<file path="src/rtl/vec_reduce_acc.sv">
// Lane-reduction accumulator: sums every lane of each accepted beat through a
// two-stage adder tree and accumulates the beat totals until a group closes on in_last.
module vec_reduce_acc #(
  parameter int LANES  = 16,
  parameter int EW     = 8,
  parameter int AW     = 32,
  parameter bit SIGNED = 1'b1
) (
  input  logic                  clk,
  input  logic                  rst,
  input  logic                  in_valid,
  output logic                  in_ready,
  input  logic [LANES*EW-1:0]   in_vec,
  input  logic                  in_last,
  output logic                  out_valid,
  input  logic                  out_ready,
  output logic [AW-1:0]         out_sum,
  output logic                  out_ovf
);

  localparam int NP = LANES / 4;
  localparam int PW = EW + 2;
  localparam int TW = EW + $clog2(LANES) + 1;

  typedef enum logic [1:0] {S_IDLE, S_ACCUM, S_HOLD} state_t;

  function automatic logic [PW-1:0] lane_ext(input logic [EW-1:0] v);
    logic [PW-1:0] r;
    r = SIGNED ? {{2{v[EW-1]}}, v} : {2'b00, v};
    return r;
  endfunction

  function automatic logic [TW-1:0] part_ext(input logic [PW-1:0] p);
    logic [TW-1:0] r;
    for (int i = 0; i < TW; i++) begin
      if (i < PW) r[i] = p[i];
      else        r[i] = SIGNED ? p[PW-1] : 1'b0;
    end
    return r;
  endfunction

  // Beat total brought to accumulator width; high bits drop if AW < TW.
  function automatic logic [AW-1:0] tot_ext(input logic [TW-1:0] t);
    logic [AW-1:0] r;
    for (int i = 0; i < AW; i++) begin
      if (i < TW) r[i] = t[i];
      else        r[i] = SIGNED ? t[TW-1] : 1'b0;
    end
    return r;
  endfunction

  // Wrapping add returning {overflow, sum}.
  function automatic logic [AW:0] acc_add(input logic [AW-1:0] a, input logic [AW-1:0] b);
    logic [AW:0] s;
    logic        ovf;
    s   = {1'b0, a} + {1'b0, b};
    ovf = SIGNED ? ((a[AW-1] == b[AW-1]) && (s[AW-1] != a[AW-1])) : s[AW];
    return {ovf, s[AW-1:0]};
  endfunction

  state_t          r_state;
  logic            r_busy;
  logic            r_vld_p1;
  logic            r_last_p1;
  logic [PW-1:0]   r_part_p1 [NP];
  logic [AW-1:0]   r_acc;
  logic            r_ovf;
  logic            r_out_valid;

  logic            w_accept;
  logic [PW-1:0]   w_part [NP];
  logic [TW-1:0]   w_total;
  logic [AW:0]     w_add;

  assign in_ready  = !r_busy;
  assign w_accept  = in_valid && !r_busy;
  assign out_valid = r_out_valid;
  assign out_sum   = r_acc;
  assign out_ovf   = r_ovf;

  always_comb begin
    for (int p = 0; p < NP; p++) begin
      w_part[p] = '0;
      for (int k = 0; k < 4; k++)
        w_part[p] = w_part[p] + lane_ext(in_vec[(4*p+k)*EW +: EW]);
    end
  end

  always_comb begin
    w_total = '0;
    for (int p = 0; p < NP; p++)
      w_total = w_total + part_ext(r_part_p1[p]);
  end

  assign w_add = acc_add(r_acc, tot_ext(w_total));

  always_ff @(posedge clk or posedge rst) begin
    if (rst) begin
      r_state     <= S_IDLE;
      r_busy      <= 1'b0;
      r_vld_p1    <= 1'b0;
      r_last_p1   <= 1'b0;
      for (int p = 0; p < NP; p++) r_part_p1[p] <= '0;
      r_acc       <= '0;
      r_ovf       <= 1'b0;
      r_out_valid <= 1'b0;
    end else begin
      // Stage 1: four-lane partial sums
      r_vld_p1  <= w_accept;
      r_last_p1 <= w_accept && in_last;
      if (w_accept) begin
        for (int p = 0; p < NP; p++) r_part_p1[p] <= w_part[p];
      end
      // Closing the group here keeps the next group's beats out of the tree.
      if (w_accept && in_last) r_busy <= 1'b1;

      // Stage 2: partials totalled and folded into the accumulator
      if (r_vld_p1) begin
        r_acc <= w_add[AW-1:0];
        r_ovf <= r_ovf | w_add[AW];
      end

      case (r_state)
        S_IDLE: begin
          if (w_accept) r_state <= S_ACCUM;
        end
        S_ACCUM: begin
          if (r_vld_p1 && r_last_p1) begin
            r_state     <= S_HOLD;
            r_out_valid <= 1'b1;
          end
        end
        S_HOLD: begin
          if (out_ready) begin
            r_state     <= S_IDLE;
            r_out_valid <= 1'b0;
            r_acc       <= '0;
            r_ovf       <= 1'b0;
            r_busy      <= 1'b0;
          end
        end
        default: r_state <= S_IDLE;
      endcase
    end
  end

endmodule

</file>
<file path="config.mk">
export PLATFORM = sky130hd
export DESIGN_NAME = vec_reduce_acc
export DESIGN_NICKNAME = d
export VERILOG_FILES = /design/src/rtl/vec_reduce_acc.sv
export SDC_FILE = /design/constraint.sdc
export NUM_CORES = 1
export LEC_CHECK = 0
export ABC_AREA = 1
export BUFFER_PORTS_ARGS = -buffer_cell sky130_fd_sc_hd__buf_4
export CAP_MARGIN = 20
export CORE_UTILIZATION = 55
export CTS_BUF_LIST = sky130_fd_sc_hd__clkbuf_2 sky130_fd_sc_hd__clkbuf_4 sky130_fd_sc_hd__clkbuf_8
export CTS_CLUSTER_SIZE = 40
export DETAILED_ROUTE_END_ITERATION = 6
export PLACE_DENSITY = 0.8
export SLEW_MARGIN = 10
export SYNTH_ARGS = -nofsm -noshare
export SYNTH_HDL_FRONTEND = slang
export SYNTH_SLANG_ARGS = --single-unit
</file>
<file path="constraint.sdc">
create_clock -name clk -period 10.2 [get_ports clk]
set_clock_uncertainty 0.2 [all_clocks]
set_input_delay 2.04 -clock clk [delete_from_list [all_inputs] [get_ports clk]]
set_output_delay 2.04 -clock clk [all_outputs]
set_load 0.005 [all_outputs]
</file>
==> summary.md, run 1 <==
In this run, synthesis produced a sequential element count of 79. Launching element type of the critical path: a primary input. The summed instance area of the synthesized netlist came out at 9110 um2. The final number of max-transition violations is 0, and the post-cts hold buffer count is 0. The cell family contributing the most delay on the critical path is adder cells. Buffers inserted during clock tree synthesis total 9. The width of the die was 131 um; the peak clock frequency supported by timing was 210 MHz. The relative slew slack was 0.347. The largest net degree at the start of global routing came out at 80. The region available for standard cell placement spans 16000 um2. The logs give 0.338 for the global routing met1 resource utilization and 3 for the H-tree depth reported by CTS. The most common cell in the synthesized netlist was sky130_fd_sc_hd__nand2_1. The area fraction of the dominant cell type after synthesis works out to 0.217.

The placed wire-length estimate is 17.9 mm. The number of input and output port buffers inserted is 167, and the total number of yosys warnings is 0. The utilization after layout came out at 0.677. The clock period minus final worst setup slack came out at 4.76 ns. The worst setup path is captured at a register.

Summed over all instances, the cell type with the most area after synthesis is sky130_fd_sc_hd__dfrtp_1. The number of optimization iterations in the first detailed-route pass is 5, and the final routed wirelength across all metal layers is 21.5 mm. The share of final-layout standard cells stronger than drive strength 1 was 0.177.

The number of nets handed over by synthesis was 1509. The signal on the critical path passes through buf_4 -> fa_1 -> fa_1 -> ha_1 -> inv_1 -> fa_1 -> inv_1 -> a21oi_1 -> o21ai_0 -> nand2_1 -> nand2_1 -> nand2_1 -> nand2_1 -> nand2_1 -> nand3_1 -> o21ai_0. The critical path contains buffers and inverters numbering 3 combined. The global-route met2 utilization was 0.464; the cell count after synthesis was 1206. Max-cap violations in this run came to 0. The logs give 0 for the number of antenna violations at the first check in global routing and 0 for the aggregate global routing overflow. The tools report the post-cts sizing count as 0. The number of antenna cells inserted is 0, and the final estimated routing congestion in global placement is 0.956. Counting stages on the worst path, the most repeated cell is sky130_fd_sc_hd__nand2_1. In this run the number of cells on the critical path is 16.

After detailed routing, the number of vias per cell comes to 5.19. The final standard cell count with taps included and fillers excluded came out at 1592. For the violation count after the first detailed-route iteration, the log shows 398. A synthesized cell averages 7.55 um2.

By area the synthesized netlist is led by sky130_fd_sc_hd__dfrtp_1 (22%), sky130_fd_sc_hd__fa_1 (20%), sky130_fd_sc_hd__nand2_1 (11%). Clock-pin slew was measured on the worst setup and hold paths at 0.08 ns. For the hold violation total from the final report, the log shows 0. On the worst path, the slowest cell contributes a delay of 0.52 ns.

The detail route stage leaves a number of antenna-violating nets equal to 0. The logs give 7997 for the number of global-route vias before repair and 1575 for the cell count after placement. CTS placed an instance of sky130_fd_sc_hd__clkbuf_8 at the clock tree root.

The run gives 10.24 ns as the required time of the worst setup path. The run gives 0 as the post-CTS setup repair buffer count. Synthesis-to-finish area growth: 18.8%. The die is 131 um tall. In this run the core area contains 46 standard-cell rows. The most heavily used metal layer in global routing is met2. The logic depth of the worst register-to-register path is 23.

The setup path with the least slack is of type in2reg. The logs give 4.79 ns for the data arrival time at the worst-slack endpoint and 0.217 for the sequential cell area fraction in the yosys report. Setup slack on the worst reg-to-reg path comes out at 5.48 ns. The proportion of synthesized flip-flops having asynchronous set or reset was 1.00; the setup total negative slack was 0 ns. The met3 track utilization from global routing was 0.0334; the share of the cycle needed by the critical path after routing was 0.466.

The largest fanout of any net on the critical path is 3, and the count of vias placed by the detailed router is 8263. The clock drives 79 sinks. The global-route usage over all layers was 0.269.

The longest clock path from root to sink contains 2 buffers. In the routed design, unresolved DRC markers number 0. Highest-delay cell along the critical path: sky130_fd_sc_hd__fa_1.

The flow ran to the end, and the final reports show no timing, DRC or antenna violations. The first-pass GRT wire length came out at 35.7 mm. Initial core utilization: 0.569. The worst hold path belongs to the class reg2reg. The flip-flop cell with the highest count after synthesis was sky130_fd_sc_hd__dfrtp_1.

The synthesized design contains 0 enable-type register cells. The commonest cells after synthesis are sky130_fd_sc_hd__nand2_1 (279), sky130_fd_sc_hd__inv_1 (245), sky130_fd_sc_hd__fa_1 (90). In the final routed layout, each cell accounts on average for 13.5 um. Setup repair after global routing left no endpoint under its margin.

For this run, the post-layout net count is 1674. 168 I/O pins were placed. The layout has 1390 filler cells.

The actual slew at the worst max-slew pin came out at 0.979 ns. After synthesis, the netlist uses 38 different library cells. TritonCTS built the clock tree.

The number of stages on the worst hold path works out to 1. Setup violations remaining at the end of the flow were counted as 0. The die covers 17100 um2. The later pin in the worst-skew pair is clocked with a latency of 0.38 ns.
## flip-flops by register name, indices dropped and copies added (netlist names)
signal     count
out_sum       32
r_state        2
r_last_p1      1
r_busy         1
out_ovf        1
out_valid      1
r_part_p1     40
r_vld_p1       1
## final timing paths
kind / start / to
max: in_vec[33] / r_part_p1[27]
min: r_state[1] / r_state[0]
max reg2reg: r_part_p1[13] / out_sum[28]
min reg2reg: r_state[1] / r_state[0]
max in group asynchronous: rst / r_part_p1[32]
min in group asynchronous: rst / out_sum[26]
## logic make-up (layout without fill, tap and decap cells)
| group | after synthesis | after routing | share of synthesized area |
|---|---|---|---|
| AOI/OAI and AO/OA | 190 | 190 | 0.118 |
| xor gates and xnor gates | 13 | 13 | 0.0125 |
| adders and majority gates | 170 | 170 | 0.308 |
| DFF | 79 | 79 | 0.217 |
| buffers and inverters | 265 | 435 | 0.111 |
| and+or+nand+nor | 489 | 489 | 0.234 |
## worst reg2reg max path: stages, from the launching register on
cell	delay, ns
sky130_fd_sc_hd__dfrtp_1	0.37
sky130_fd_sc_hd__inv_1	0.14
sky130_fd_sc_hd__fa_1	0.48
sky130_fd_sc_hd__fa_1	0.53
sky130_fd_sc_hd__inv_1	0.05
sky130_fd_sc_hd__ha_1	0.35
sky130_fd_sc_hd__nand3_1	0.10
sky130_fd_sc_hd__nand2_1	0.13
sky130_fd_sc_hd__nand2_1	0.08
sky130_fd_sc_hd__nand2_2	0.08
sky130_fd_sc_hd__nand2_1	0.05
sky130_fd_sc_hd__nand2_1	0.08
sky130_fd_sc_hd__nand2_2	0.32
sky130_fd_sc_hd__ha_1	0.51
sky130_fd_sc_hd__a21oi_1	0.23
sky130_fd_sc_hd__o21ai_0	0.18
sky130_fd_sc_hd__inv_1	0.08
sky130_fd_sc_hd__nand2_1	0.08
sky130_fd_sc_hd__a21oi_1	0.26
sky130_fd_sc_hd__nand2_1	0.10
sky130_fd_sc_hd__nand2_1	0.06
sky130_fd_sc_hd__nand3_1	0.07
sky130_fd_sc_hd__nand2_1	0.08
sky130_fd_sc_hd__inv_1	0.03
## final cells by class
cell class | instances | area [um2] | share of cell area
Clock buffer | 10 | 131 | 0.0121
Tap cell | 216 | 270 | 0.0250
Inverter | 247 | 928 | 0.0857
Clock inverter | 6 | 83.8 | 0.00774
Timing Repair Buffer | 172 | 1310 | 0.121
Multi-Input combinational cell | 862 | 6130 | 0.566
Sequential cell | 79 | 1980 | 0.183
## layer usage
layer	up-vias	routed length [um]
met2	239	10500
met1	3814	9210
li1	4164	-
met4	0	774
met5	-	0
met3	46	1010
## per-stage QoR
step	instance area, um2	hold WS [ns]	setup WS, ns
2_1_floorplan	9110	0.253	5.47
3_3_place_gp	10600	0.265	5.13
3_5_place_dp	10600	0.277	5.07
4_1_cts	10800	0.294	5.47
5_1_grt	10800	0.328	5.14
6_report	10800	0.291	5.44
## cells in the final DEF (no fill, tap or decap), types with 6 or more instances in the layout
cell type and instances:
sky130_fd_sc_hd__or2_2 18, sky130_fd_sc_hd__nand2_1 279, sky130_fd_sc_hd__a31oi_1 8, sky130_fd_sc_hd__buf_4 171, sky130_fd_sc_hd__o31ai_1 6, sky130_fd_sc_hd__xor2_1 8
sky130_fd_sc_hd__a21oi_1 67, sky130_fd_sc_hd__dfrtp_1 79, sky130_fd_sc_hd__ha_1 80, sky130_fd_sc_hd__nand4_1 10, sky130_fd_sc_hd__o211ai_1 10, sky130_fd_sc_hd__o21ai_0 71
sky130_fd_sc_hd__nor3_1 10, sky130_fd_sc_hd__nand3_1 83, sky130_fd_sc_hd__nor2_1 55, sky130_fd_sc_hd__nand2_2 20, sky130_fd_sc_hd__fa_1 90, sky130_fd_sc_hd__inv_1 244
sky130_fd_sc_hd__clkbuf_8 9, sky130_fd_sc_hd__o21bai_1 6
Power of run 1 is not shown: default switching activity piles up to over one toggle a cycle in this logic, so the estimate is an artifact.
==> run 2: changes to the inputs <==
Settings changed: CORE_UTILIZATION 55 to 53, PLACE_DENSITY 0.8 to 0.81.
Clock period 10.2 ns to 3.85 ns, I/O delays scaled along.
==> run 2 against run 1 <==
The flow now finishes with violations (negative setup slack). Sequential cell count unchanged. Register-to-register slack got worse by 5.9 ns. Critical path depth increased by 4. Critical path type is now reg2reg. Highest routed layer unchanged.
==> summary.md, run 2 (synthesized netlist as in run 1, its figures left out) <==
The flow ran to the end, but the final reports show violations. The final reports fail on negative setup slack. The endpoint class of the critical path is a register (unchanged). The logs give 4.31 ns (was 4.79 ns) for the data arrival time at the worst-slack endpoint and 0 (unchanged) for the number of max-capacitance violations reported. The run gives 7890 um2 (was 6130 um2) as the area of the multi-input gates. Share of the cycle needed by the critical path after routing: 1.10.

The share of final-layout standard cells stronger than drive strength 1 came out at 0.436 (was 0.177). The number of buffers on the longest clock path came out at 2 (unchanged). The category of the most critical setup path is reg2reg (was in2reg). The relative slew slack was 0.507 (was 0.347); the number of clock buffers inserted by TritonCTS was 9 (unchanged). The final routed DRC violation total is 0 (unchanged), and the placed wire-length estimate is 19.8 mm (was 17.9 mm). For the largest net degree at the start of global routing, the log shows 80 (unchanged). Required time of the worst setup path: 3.93 ns (was 10.24 ns).

Number of sinks handled by clock tree synthesis: 79 (unchanged). The leading cell type in the layout, fill and taps excluded was sky130_fd_sc_hd__buf_4 (was sky130_fd_sc_hd__nand2_1). The setup slack after placement is -0.464 ns (was 5.07 ns).

The synthesis-to-finish area growth is 49.5% (was 18.8%). Total number of placement rows: 47 (was 46). The logs give 0 (unchanged) for the post-cts hold buffer count and 9234 (was 8263) for the count of vias placed by the detailed router.

The number of vias per cell after detailed routing was 5.34 (was 5.19); the clock-pin slew of the registers on the worst-case setup and hold paths was 0.09 ns (was 0.08 ns). The cell count after placement was 1680 (was 1575). Setup repair after global routing could not meet its margin everywhere. The run gives 168 (unchanged) as the number of I/O pins. The width of the die was 133 um (was 131 um). The final routed wirelength across all metal layers was 28.5 mm (was 21.5 mm). The number of antenna violations at the first check in global routing is 0 (unchanged).

The tools report the number of nets with antenna violations after detailed routing as 0 (unchanged). The tools report the first-pass GRT wire length as 43.4 mm (was 35.7 mm). The number of flip-flops in the largest register works out to 40 (unchanged). For the number of optimization iterations in the first detailed-route pass, the log shows 4 (was 5). The register name with the most flops is r_part_p1 (unchanged).

The launching element type of the critical path was a register (was a primary input). The run gives 1054 (was 1390) as the layout filler cell count. The actual slew at the worst max-slew pin is 0.739 ns (was 0.979 ns), and the final number of max-transition violations is 0 (unchanged). The final standard cell count with taps included and fillers excluded was 1728 (was 1592). Commonest non-fill, non-tap cells in the layout: sky130_fd_sc_hd__buf_4 (294), sky130_fd_sc_hd__inv_1 (199), sky130_fd_sc_hd__nand2_1 (193), sky130_fd_sc_hd__fa_1 (85), sky130_fd_sc_hd__dfrtp_1 (79) (was sky130_fd_sc_hd__nand2_1 (279), sky130_fd_sc_hd__inv_1 (244), sky130_fd_sc_hd__buf_4 (171), sky130_fd_sc_hd__fa_1 (90), sky130_fd_sc_hd__nand3_1 (83)).

The aggregate global routing overflow was 0 (unchanged). The clock period minus final worst setup slack was 4.23 ns; the number of input and output port buffers inserted was 167 (unchanged). The run gives 0 (unchanged) as the hold violation total from the final report.

The logs give 0.546 (was 0.569) for the initial core utilization and 499 (was 398) for the violation count after the first detailed-route iteration. TritonCTS built the clock tree. Sequential cell area: 1980 um2 (unchanged). The tools report the number of antenna cells inserted as 0 (unchanged).

The clock insertion delay at the later pin of the skew report came out at 0.39 ns (was 0.38 ns). The setup slack after layout was -0.379 ns (was 5.44 ns). Number of setup violations in the final report: 27 (was 0).

The run gives 9342 (was 7997) as the number of global-route vias before repair. The die area is 17700 um2 (was 17100 um2). Largest fanout of any net on the critical path: 5 (was 3).

The tools report the clock root buffer as sky130_fd_sc_hd__clkbuf_8 (unchanged). The routed wire length per instance is 16.5 um (was 13.5 um), and the height of the chip is 133 um (was 131 um). H-tree depth reported by CTS: 3 (unchanged). Area of the placeable core: 16700 um2 (was 16000 um2). The logs give 1807 (was 1674) for the final net count and 0.914 (was 0.956) for the final estimated routing congestion in global placement. The global-route usage over all layers was 0.309 (was 0.269). The class of the tightest hold or removal check was in2async (was reg2reg). Timing would allow up to 236 MHz.
[run 2: cell types whose count changed in the layout (fill, tap and decap cells not counted), sizes merged]
cell / before / now
nand2: 299 / 301
buf: 172 / 303
clkinv: 5 / 3
clkinvlp: 0 / 1
[run 2: layout make-up]
type	instances	area share
multi-input cells	864	0.579
clock buffers	10	0.0101
flip-flops and latches	79	0.145
well taps	220	0.0202
clock inverters	5	0.00597
repair buffers	303	0.171
inverters	247	0.0685
[run 2: worst max-delay path, cell delays in order (launching register included)]
cell and delay, ns:
sky130_fd_sc_hd__dfrtp_1 0.36, sky130_fd_sc_hd__inv_2 0.06, sky130_fd_sc_hd__fa_1 0.56, sky130_fd_sc_hd__fa_1 0.43, sky130_fd_sc_hd__inv_2 0.09, sky130_fd_sc_hd__ha_4 0.15
sky130_fd_sc_hd__inv_2 0.04, sky130_fd_sc_hd__fa_2 0.38, sky130_fd_sc_hd__o31ai_2 0.27, sky130_fd_sc_hd__xor2_1 0.24, sky130_fd_sc_hd__ha_1 0.32, sky130_fd_sc_hd__nand2_2 0.13
sky130_fd_sc_hd__inv_2 0.06, sky130_fd_sc_hd__a21oi_4 0.16, sky130_fd_sc_hd__nand2_4 0.10, sky130_fd_sc_hd__nand2_2 0.09, sky130_fd_sc_hd__nand2_4 0.09, sky130_fd_sc_hd__a21oi_2 0.17
sky130_fd_sc_hd__o21ai_2 0.07, sky130_fd_sc_hd__o211ai_1 0.08, sky130_fd_sc_hd__inv_1 0.06
[run 2: per-layer routing]
layer  vias to the layer above  global-route usage  routed length [um]
met5                         -                   0                   0
met4                         0               0.117                1040
met3                        81              0.0388                1430
met2                       322               0.559               14700
met1                      4405               0.374               11300
li1                       4426                   -                   -
[run 2: worst paths after layout]
kind	start	to	slack [ns]	cells past startpoint
min in group clk	r_state[1]	r_state[0]	0.30	1
hold reg to reg	r_state[1]	r_state[0]	0.30	1
setup reg to reg	r_part_p1[1]	out_sum[15]	-0.38	20
setup / recovery	r_part_p1[1]	out_sum[15]	-0.38	20
max in group asynchronous	rst	out_sum[9]	2.82	3
hold / removal	rst	out_sum[27]	0.27	3
[run 2: repair_timing]
item	in CTS	in global routing
pin swaps	69	112
buffers inserted	19	13
endpoints found under the setup margin	28	29
resized for setup	153	206
cloned	2	0
[run 2: per-stage QoR]
stage	util	area [um2]	hold slack [ns]	setup TNS, ns
after floorplan	-	9530	0.253	-0.00999
after global placement	0.706	11800	0.266	-8.26
after detailed placement	0.706	11800	0.281	-9.84
after CTS	0.760	12700	0.286	-6.09
after global routing	0.815	13600	0.313	-12.72
final	0.815	13600	0.270	-8.23
Power of run 2 is left out for the same reason.
==> run 3: changes to the inputs <==
Settings changed: CORE_UTILIZATION 53 to 40, PLACE_DENSITY 0.81 to 0.64, SETUP_SLACK_MARGIN from default to 0.15, SLEW_MARGIN 10 to default.
==> run 3 against run 2 <==
The run still ends with negative setup slack left. Critical path depth grew 4. First-iteration DRC count shrank 25%. Count of clock-buffer cells in the layout rose by 1. Setup slack better by 0.044 ns. Worst hold slack gained 0.015 ns. Cell area decreased by 2.9%. Global-route usage shrank 9.1 points. Sequential cell count unchanged. Maximum frequency is 1.0% higher. Critical endpoint unchanged. Largest cell class unchanged. Highest routed layer unchanged.
==> summary.md, run 3 (synthesized netlist as in run 1, its figures left out) <==
For the die area, the log shows 23400 um2 (was 17700 um2). For the post-place instance area, the log shows 11900 um2 (was 11800 um2). The final number of max-transition violations is 0 (unchanged). The category of the most critical setup path was reg2reg (unchanged). The number of antenna violations at the first check in global routing is 0 (unchanged). H-tree depth reported by CTS: 3 (unchanged). For the data arrival time at the worst-slack endpoint, the log shows 4.27 ns (was 4.31 ns). The tools report the number of global-route vias before repair as 8824 (was 9342).

Required time of the worst setup path: 3.93 ns (about the same). The synthesis-to-finish area growth came out at 45.1% (was 49.5%). The tools report the first element of the critical path as r_part_p1[2] (was r_part_p1[1]).

Number of nets with antenna violations after detailed routing: 0 (unchanged). The run gives 0 (unchanged) as the post-cts hold buffer count. The relative slew slack is 0.314 (was 0.507), and the final estimated routing congestion in global placement is 0.911 (was 0.914). The run gives 19.4 mm (was 19.8 mm) as the placed wire-length estimate. The final routed wirelength across all metal layers is 25.0 mm (was 28.5 mm). The logs give 0 (unchanged) for the final routed DRC violation total and 79 (unchanged) for the number of sinks handled by clock tree synthesis. For the largest net degree at the start of global routing, the log shows 62 (was 80).

TritonCTS built the clock tree. Setup repair after global routing could not meet its margin everywhere. The number of flip-flops in the largest register was 40 (unchanged); the area of the placeable core was 22100 um2 (was 16700 um2).

The cell area after layout is 13200 um2 (was 13600 um2). The clock period minus final worst setup slack was 4.19 ns (was 4.23 ns); the number of antenna cells inserted was 0 (unchanged). The actual slew at the worst max-slew pin came out at 1.03 ns (was 0.739 ns). The run finished, with violations left. The tools report the global-route usage over all layers as 0.218 (was 0.309). The leading cell type in the layout, fill and taps excluded was sky130_fd_sc_hd__buf_4 (unchanged). The clock-pin slew of the registers on the worst-case setup and hold paths was 0.10 ns (was 0.09 ns).

The final net count is 1796 (was 1807), and the largest fanout of any net on the critical path is 6 (was 5). The logs give 9 (unchanged) for the number of clock buffers inserted by TritonCTS and 0 (unchanged) for the number of max-capacitance violations reported. The number of vias per cell after detailed routing came out at 4.92 (was 5.34).

The number of setup violations in the final report came out at 26 (was 27). The total number of placement rows is 54 (was 47). The logs give 2 (unchanged) for the number of buffers on the longest clock path and 239 MHz (was 236 MHz) for the peak clock frequency supported by timing. The tools report the launch instance of the worst register-to-register path as r_part_p1[2] (was r_part_p1[1]). The run gives 5 (was 4) as the number of optimization iterations in the first detailed-route pass. The aggregate global routing overflow was 0 (unchanged); the share of the cycle needed by the critical path after routing was 1.09 (was 1.10).

The number of input and output port buffers inserted came out at 167 (unchanged). The tools report the launching element type of the critical path as a register (unchanged). The width of the die works out to 153 um (was 133 um). The setup total negative slack was -5.95 ns (was -8.23 ns); the count of vias placed by the detailed router was 8744 (was 9234).

The height of the chip works out to 153 um (was 133 um). For the setup slack after layout, the log shows -0.335 ns (was -0.379 ns). The hold violation total from the final report came out at 0 (unchanged).

The register name with the most flops is r_part_p1 (unchanged). The clock insertion delay at the later pin of the skew report was 0.39 ns (about the same); the share of final-layout standard cells stronger than drive strength 1 was 0.386 (was 0.436). Commonest non-fill, non-tap cells in the layout: sky130_fd_sc_hd__buf_4 (277), sky130_fd_sc_hd__nand2_1 (220), sky130_fd_sc_hd__inv_1 (211), sky130_fd_sc_hd__fa_1 (87), sky130_fd_sc_hd__dfrtp_1 (79) (was sky130_fd_sc_hd__buf_4 (294), sky130_fd_sc_hd__inv_1 (199), sky130_fd_sc_hd__nand2_1 (193), sky130_fd_sc_hd__fa_1 (85), sky130_fd_sc_hd__dfrtp_1 (79)). The tools report the initial core utilization as 0.412 (was 0.546). The tools report the endpoint class of the critical path as a register (unchanged). The tools report the cell count after placement as 1734 (was 1680). The clock root buffer was sky130_fd_sc_hd__clkbuf_8 (unchanged). The first-pass GRT wire length was 40.9 mm (was 43.4 mm). Violations in the final reports: negative setup slack (unchanged). The class of the tightest hold or removal check was in2async (unchanged). For the final standard cell count with taps included and fillers excluded, the log shows 1778 (was 1728). The routed wire length per instance is 14.1 um (was 16.5 um).

The number of I/O pins came out at 168 (unchanged). The tools report the violation count after the first detailed-route iteration as 372 (was 499).
run 3: changes by cell type in the layout (fill, tap and decap cells not counted), sizes merged:
cell      before  now
bufinv         2    0
nand2        301  302
clkbuf        10   11
buf          303  291
clkinv         3    4
clkinvlp       1    2
run 3: per-stage QoR:
stage / setup WS [ns] / hold slack (ns) / utilization
6_report: -0.335 / 0.285 / 0.598
2_1_floorplan: 0.00101 / 0.253 / -
3_3_place_gp: -0.488 / 0.271 / 0.538
5_1_grt: -0.510 / 0.324 / 0.598
4_1_cts: -0.285 / 0.290 / 0.579
3_5_place_dp: -0.482 / 0.283 / 0.538
run 3: routing by layer:
layer | GRT usage | routed length, um | vias up | share of wire
met5 | 0 | 0 | - | 0
met4 | 0.0683 | 541 | 0 | 0.022
met3 | 0.0224 | 942 | 28 | 0.038
met2 | 0.390 | 12400 | 179 | 0.50
met1 | 0.276 | 11100 | 4134 | 0.44
li1 | - | - | 4403 | -
run 3: what timing repair did:
action	in CTS	in global routing
hold endpoints to repair	0	0
resized for setup	144	103
gates cloned	3	0
pin swaps	102	80
buffers inserted	19	6
endpoints found under the setup margin	28	29
run 3: cell type report:
class | instances | area (um2)
clock inverter | 5 | 41.3
sequential | 79 | 1980
inverter | 247 | 931
fill | 1986 | 8870
multi-input combinational | 865 | 7530
timing repair buffer | 291 | 2240
tap | 280 | 350
clock buffer | 11 | 151
run 3: critical path, cell delays in order, from the launching register on:
cell and delay, ns:
sky130_fd_sc_hd__dfrtp_1 0.38, sky130_fd_sc_hd__inv_2 0.05, sky130_fd_sc_hd__fa_1 0.52, sky130_fd_sc_hd__fa_1 0.54, sky130_fd_sc_hd__inv_1 0.08, sky130_fd_sc_hd__ha_4 0.27
sky130_fd_sc_hd__nand3_4 0.07, sky130_fd_sc_hd__nand2_4 0.08, sky130_fd_sc_hd__nand2_2 0.07, sky130_fd_sc_hd__nand2_4 0.10, sky130_fd_sc_hd__nand2_4 0.07, sky130_fd_sc_hd__nand2_8 0.17
sky130_fd_sc_hd__nand2_8 0.13, sky130_fd_sc_hd__ha_4 0.30, sky130_fd_sc_hd__nand2_1 0.08, sky130_fd_sc_hd__nand2_1 0.06, sky130_fd_sc_hd__nand2_1 0.08, sky130_fd_sc_hd__nand2_2 0.08
sky130_fd_sc_hd__a21oi_4 0.15, sky130_fd_sc_hd__nand2_4 0.10, sky130_fd_sc_hd__a21oi_2 0.13, sky130_fd_sc_hd__o21ai_1 0.07, sky130_fd_sc_hd__buf_4 0.13, sky130_fd_sc_hd__o211ai_1 0.07
sky130_fd_sc_hd__inv_1 0.06
run 3: final timing paths:
path | endpoint | slack, ns | depth (start not counted)
worst min-delay path | out_sum[30] | 0.28 | 2
min in group clk | r_state[0] | 0.30 | 1
worst max-delay path | out_sum[15] | -0.34 | 24
worst min register to register | r_state[0] | 0.30 | 1
worst max register to register | out_sum[15] | -0.34 | 24
max in group asynchronous | out_sum[6] | 2.39 | 3
Power of run 3 is left out for the same reason.
